## src/rtl/if_id_buffer.sv

```systemverilog
// IF/ID pipeline buffer: a small circular FIFO of {pc, inst} fetch entries
// between fetch and decode. Presents NOP_INST to decode whenever it is empty.
module if_id_buffer #(
  parameter int unsigned DEPTH    = 2,
  parameter logic [31:0] NOP_INST = 32'h00000013
) (
  input  logic                     clk,
  input  logic                     reset,
  input  logic [31:0]              in_pc,
  input  logic [31:0]              in_inst,
  input  logic                     in_valid,
  output logic                     in_ready,
  input  logic                     flush,
  output logic [31:0]              out_pc,
  output logic [31:0]              out_inst,
  output logic                     out_valid,
  input  logic                     out_ready,
  output logic [$clog2(DEPTH):0]   count
);

  localparam int unsigned PtrW = $clog2(DEPTH);
  localparam int unsigned CntW = PtrW + 1;

  logic [PtrW-1:0] wp_q, wp_d;
  logic [PtrW-1:0] rp_q, rp_d;
  logic [CntW-1:0] cnt_q, cnt_d;

  logic [31:0] pc_mem   [DEPTH];
  logic [31:0] inst_mem [DEPTH];

  logic push;
  logic pop;

  // Handshake status comes from state only; no full-buffer pass-through.
  always_comb begin
    in_ready  = (cnt_q < CntW'(DEPTH));
    out_valid = (cnt_q != '0);
    push      = in_valid && in_ready && !flush;
    pop       = out_valid && out_ready && !flush;
  end

  // Head entry to decode; storage is never exposed while empty.
  always_comb begin
    if (out_valid) begin
      out_pc   = pc_mem[rp_q];
      out_inst = inst_mem[rp_q];
    end else begin
      out_pc   = '0;
      out_inst = NOP_INST;
    end
    count = cnt_q;
  end

  // Pointer/occupancy next state; flush overrides any push or pop.
  always_comb begin
    wp_d  = wp_q;
    rp_d  = rp_q;
    cnt_d = cnt_q;
    if (flush) begin
      wp_d  = '0;
      rp_d  = '0;
      cnt_d = '0;
    end else begin
      // DEPTH is a power of two, so natural overflow gives the modulo wrap.
      if (push) wp_d = wp_q + 1'b1;
      if (pop)  rp_d = rp_q + 1'b1;
      if (push && !pop) begin
        cnt_d = cnt_q + CntW'(1);
      end else if (pop && !push) begin
        cnt_d = cnt_q - CntW'(1);
      end
    end
  end

  // Control state with asynchronous active-low reset.
  always_ff @(posedge clk or negedge reset) begin
    if (!reset) begin
      wp_q  <= '0;
      rp_q  <= '0;
      cnt_q <= '0;
    end else begin
      wp_q  <= wp_d;
      rp_q  <= rp_d;
      cnt_q <= cnt_d;
    end
  end

  // Entry storage, written at the write pointer on an accepted push.
  always_ff @(posedge clk) begin
    if (push) begin
      pc_mem[wp_q]   <= in_pc;
      inst_mem[wp_q] <= in_inst;
    end
  end

endmodule
```

## config.mk

```make
export PLATFORM = sky130hd
export DESIGN_NAME = if_id_buffer
export DESIGN_NICKNAME = d
export VERILOG_FILES = /design/src/rtl/if_id_buffer.sv
export SDC_FILE = /design/constraint.sdc
export NUM_CORES = 1
export LEC_CHECK = 0
export CORE_MARGIN = 4
export CORE_UTILIZATION = 43
export CTS_CLUSTER_DIAMETER = 150
export CTS_CLUSTER_SIZE = 25
export DETAILED_ROUTE_END_ITERATION = 10
export PLACE_DENSITY = 0.75
export SLEW_MARGIN = 10
export SYNTH_ARGS = -nofsm -noshare
export SYNTH_HDL_FRONTEND = slang
export SYNTH_SLANG_ARGS = --single-unit
```

## constraint.sdc

```tcl
create_clock -name clk -period 6.5 [get_ports clk]
set_clock_uncertainty 0.15 [all_clocks]
set_input_delay 1.3 -clock clk [delete_from_list [all_inputs] [get_ports clk]]
set_output_delay 1.3 -clock clk [all_outputs]
set_load 0.01 [all_outputs]
```

==> flow_summary.ini, run 1 <==
[clocking]
post_cts_buffers = 0
ctsRootBufferMaster = clkbuf_16
ctsResizeCount = 0
path_clk_slew_ns = 0.06
clock_sinks = 132
cts_made_buffers = 17
clock_path_buffers = 2
h-tree-depth = 4
clk_latency_ns = 0.40
cts_tree = yes
cts_hold_buffers = 0

[layout]
num-nets-final = 509
areaGrowthSynthToFinish_pct = 41.6
drive_gt1_share_pct = 8.83
antenna_cells = 0
final_cells = 596

[yosys]
synth_top_area_share_pct = 76.2
synthTopCellsByArea = edfxtp_1, mux2i_1, nor2_1, dfrtp_1, buf_6
synthArstFlopShare_pct = 3.03
synth_edf_count = 128
synth_area_per_cell_sq_um = 17.2
synth-main-ff-cell = edfxtp_1
yosysSeqAreaShare_pct = 78.2
synth_cell_types = 19
syn_nets = 362
ys_ff_latch = 132
netlist_instances = 293
synth-warning-count = 0
yosysTopAreaCell = edfxtp_1
netlist_area_sq_um = 5040

[power]
power_density_nw_per_um2 = 305
p_leak_nw = 2.39
vdd_drop_max_mv = 0.205
fin_total_pwr_mw = 2.18

[global_route]
grt_pass1_wl_mm = 15.6
gr-total-overflow = 0
grt_util_all_layers_pct = 15.5
grt_pass1_vias = 3111
grt_max_degree = 66
antenna_found_initial = 0

[job]
maxCapViolCount = 0

[place]
hpwl_mm = 6.21
dp_slack_ns = 2.88
placed_cells = 564
port_buffers = 136
place_congestion = 0.717

[sta]
fin_crit_ns = 4.04
period_share_pct = 62.2
finalSetupViolations = 0
fmax_ghz = 0.247
rsz0062_at_grt = false
worstMarginPinSlew_ns = 1.16
max-slew-margin-rel_pct = 22.7
final.setup.tns_ns = 0
worst_slack_ns = 2.46
drv_slew = 0
hold_viol = 0

[min_path]
min_path_type = register to register
hold_depth = 2

[critical_path]
critPathMaxStageDelay_ns = 1.16
cp-start-kind = register
cp_max_fo = 65
required_ns = 5.05
rr_worst_depth = 3
crit_slowest_cell = dfrtp_4
crit_type = register to output pin
cp.arrival_ns = 2.59
cp-end-kind = output pin
path_cells = mux2i_1 > nor2_1 > clkdlybuf4s50_1

[route]
vias = 2890
firstDrtPassIters = 4
drt-met1-wl_mm = 3.95
ant_nets = 0
wl_met2_mm = 5.24
dr.max_layer_used = met4
wl_met3_um = 681
wl_mm = 9.92
wl_per_cell_um = 16.6
drt_iter0_drc = 142
vias_per_cell = 4.85
drc = 0

[die]
die_width_um = 116
rows = 39
dieArea_sq_um = 13500
core-area_sq_um = 11500
start_util_pct = 44.0
die_h_um = 116
io_pins = 137

[status]
status = completed
[registers in the layout, indices dropped and copies added (netlist names)]
register	count
rp_q	1
wp_q	1
count	2
pc_mem	64
inst_mem	64
[final cells by class]
| class | count | area (sq um) |
|---|---|---|
| timing repair buffer | 141 | 1400 |
| inverter | 2 | 7.51 |
| clock inverter | 14 | 163 |
| multi-input combinational | 146 | 1010 |
| sequential | 132 | 3950 |
| fill | 895 | 4330 |
| clock buffer | 18 | 429 |
| tap | 143 | 179 |
[metal layers]
| layer | global-route usage (%) | vias up |
|---|---|---|
| met1 | 18.2 | 1405 |
| met2 | 25.9 | 93 |
| met3 | 6.79 | 7 |
| met5 | 0 | - |
| li1 | - | 1385 |
| met4 | 5.03 | 0 |
[through the flow]
step	hold slack (ns)	util (%)	area, sq um
2_1_floorplan	0.368	-	5050
3_3_place_gp	0.419	57.1	6550
3_5_place_dp	0.451	57.1	6550
4_1_cts	0.468	62.3	7140
5_1_grt	0.472	62.3	7140
6_report	0.465	62.3	7140
[report_power, final]
group          total (mW)  switching (mW)  internal (mW)
registers            1.00          0.0291          0.975
clock network       0.939           0.340          0.599
logic               0.238           0.101          0.137
[path summary, 6_finish.rpt]
check | startpoint | to | slack [ns]
setup reg to reg | count[1]$_DFFE_PN0P_ | inst_mem[1][10]$_DFFE_PP_ | 4.50
min in group asynchronous | reset | count[1]$_DFFE_PN0P_ | 0.95
max in group asynchronous | reset | rp_q$_DFFE_PN0P_ | 5.06
setup / recovery | rp_q$_DFFE_PN0P_ | out_pc[31] | 2.46
hold reg to reg | wp_q$_DFFE_PN0P_ | wp_q$_DFFE_PN0P_ | 0.47
hold / removal | wp_q$_DFFE_PN0P_ | wp_q$_DFFE_PN0P_ | 0.47
[critical path, delay by kind of cell (launching register included)]
family | cells | cell delay, ns
DFF | 1 | 1.16
muxes | 1 | 0.18
buffers and inverters | 1 | 0.57
and+or+nand+nor | 1 | 0.20
[cells in the final DEF (no fill, tap or decap), types with 2 or more instances in the layout]
cell             count
a21oi_1              2
buf_4                5
bufinv_16            3
clkbuf_16           17
clkdlybuf4s50_1    136
clkinv_2             4
clkinv_4             3
clkinvlp_4           3
dfrtp_1              3
edfxtp_1           128
inv_1                2
mux2i_1             65
nand2_1              4
nor2_1              63
nor2b_1              2
o21ai_0              2
xor2_1               2
[logic make-up (layout without fill, tap and decap cells)]
| kind of cell | after synthesis | count (layout) | synth area share (%) |
|---|---|---|---|
| buf+inv | 15 | 175 | 2.11 |
| compound gates | 5 | 5 | 0.546 |
| xor+xnor | 2 | 2 | 0.347 |
| simple gates | 74 | 74 | 5.90 |
| flops | 132 | 132 | 78.2 |
| mux | 65 | 65 | 12.9 |
[cells in the mapped netlist (2+ instances only)]
library cell,count
a21oi_1,2
buf_2,7
buf_6,5
dfrtp_1,4
edfxtp_1,128
inv_1,2
mux2i_1,65
nand2_1,4
nor2_1,63
nor2b_1,2
o21ai_0,2
xor2_1,2
Power figures use the tool's default switching activity.
==> inputs of run 2 (changes only) <==
clock period = 3.7 ns   (was 6.5 ns; I/O delays follow)
==> run 2 against run 1 <==
  * Count of clock-buffer cells in the layout up 3
  * Hold slack worse by 0.065 ns
  * Die area unchanged
  * Non-clock buffer count up 3
  * Utilization up 0.23 points
  * Critical path type unchanged
  * Largest cell class unchanged
  * Largest power group unchanged
==> flow_summary.ini, run 2 (synthesized netlist as in run 1, its figures left out) <==
[die]
die_h_um = 116
io_pins = 137
start_util_pct = 44.0
dieArea_sq_um = 13500
rows = 39
core-area_sq_um = 11500
die_width_um = 116

[sta]
fmax_ghz = 0.314
max-slew-margin-rel_pct = 51.4
finalSetupViolations = 0
period_share_pct = 86.2
fin_crit_ns = 3.19
final.setup.tns_ns = 0
hold_viol = 0
timing.hold.ws_ns = 0.400
worstMarginPinSlew_ns = 0.728
worst_slack_ns = 0.511
drv_slew = 0
rsz0062_at_grt = false

[critical_path]
crit_type = register to output pin
cp-end-kind = output pin
cp-start-kind = register
cp_max_fo = 22
cp.arrival_ns = 2.30
required_ns = 2.81

[clocking]
clock_path_buffers = 2
ctsRootBufferMaster = clkbuf_16
path_clk_slew_ns = 0.05
ctsResizeCount = 0
post_cts_buffers = 0
cts_made_buffers = 17
clk_latency_ns = 0.39
cts_hold_buffers = 0
h-tree-depth = 4
clock_sinks = 132
cts_tree = yes

[status]
status = completed

[route]
wl_per_cell_um = 16.0
vias_per_cell = 4.79
wl_mm = 9.59
vias = 2871
ant_nets = 0
drc = 0
firstDrtPassIters = 4
drt_iter0_drc = 86

[place]
place_area_sq_um = 6610
dp_slack_ns = 0.871
hpwl_mm = 6.48
place_congestion = 0.705
port_buffers = 136

[global_route]
grt_pass1_vias = 3060
grt_pass1_wl_mm = 14.7
grt_max_degree = 37
antenna_found_initial = 0
grt_util_all_layers_pct = 14.6
gr-total-overflow = 0

[job]
maxCapViolCount = 0

[layout]
drive_gt1_share_pct = 8.55
fillers = 861
final_cell_mix = clkdlybuf4s50_1, edfxtp_1, mux2i_1
multi_input_area_sq_um = 1020
layout_commonest_cell = clkdlybuf4s50_1
num-nets-final = 512
areaGrowthSynthToFinish_pct = 42.1
seq_area_sq_um = 3950
antenna_cells = 0
final_cell_area_sq_um = 7170

[power]
p_leak_nw = 2.39
fin_total_pwr_mw = 3.73
vdd_drop_max_mv = 0.301
power_density_nw_per_um2 = 520

[min_path]
min_path_type = input port to async pin
## run 2: cell types whose count changed in the layout (fill, tap and decap cells not counted), sizes merged
| cell | delta |
|---|---|
| buf | +3 |
| clkinv | -1 |
| clkbuf | +3 |
| clkinvlp | -1 |
| bufinv | -1 |
## run 2: per-layer routing
layer / vias up / track usage [%] / share of wire [%]
met5: - / 0 / 0
met3: 6 / 5.60 / 6.8
met1: 1386 / 16.1 / 39
met4: 0 / 5.65 / 0.63
li1: 1393 / - / -
met2: 86 / 25.4 / 53
## run 2: final cells by class
type,instances,share of cell area (%)
Clock buffer,21,6.15
Clock inverter,11,1.55
Inverter,2,0.105
Multi-Input combinational cell,146,14.2
Sequential cell,132,55.1
Tap cell,143,2.50
Timing Repair Buffer,144,20.4
## run 2: critical path, stage by stage, from the launching register on
cell and delay (ns):
dfrtp_4 0.68, buf_4 0.36, mux2i_1 0.27, nor2_1 0.08, clkdlybuf4s50_1 0.49
## run 2: per-stage QoR
step | std cells | util [%]
final | 599 | 62.5
after global placement | 567 | 57.7
after global routing | 599 | 62.5
after CTS | 599 | 62.5
after detailed placement | 567 | 57.7
after floorplan | 293 | -
## run 2: worst paths after layout
path	from	to	slack (ns)	cells past startpoint
worst min-delay path	reset	wp_q$_DFFE_PN0P_	0.40	1
worst min register to register	wp_q$_DFFE_PN0P_	wp_q$_DFFE_PN0P_	0.48	2
max in group asynchronous	reset	rp_q$_DFFE_PN0P_	2.81	1
worst max register to register	count[1]$_DFFE_PN0P_	inst_mem[1][28]$_DFFE_PP_	1.51	3
worst max-delay path	rp_q$_DFFE_PN0P_	out_pc[22]	0.51	4
min in group clk	wp_q$_DFFE_PN0P_	wp_q$_DFFE_PN0P_	0.48	2
## run 2: where the power goes
group / switching, mW / internal (mW) / leakage, nW
Sequential: 0.0289 / 1.71 / 1.23
Combinational: 0.200 / 0.246 / 0.904
Clock: 0.556 / 0.981 / 0.266
==> inputs of run 3 (changes only) <==
CAP_MARGIN = 20   (was unset)
==> results of run 3 <==
No change in the layout: final DEF, timing and power equal those of run 2.
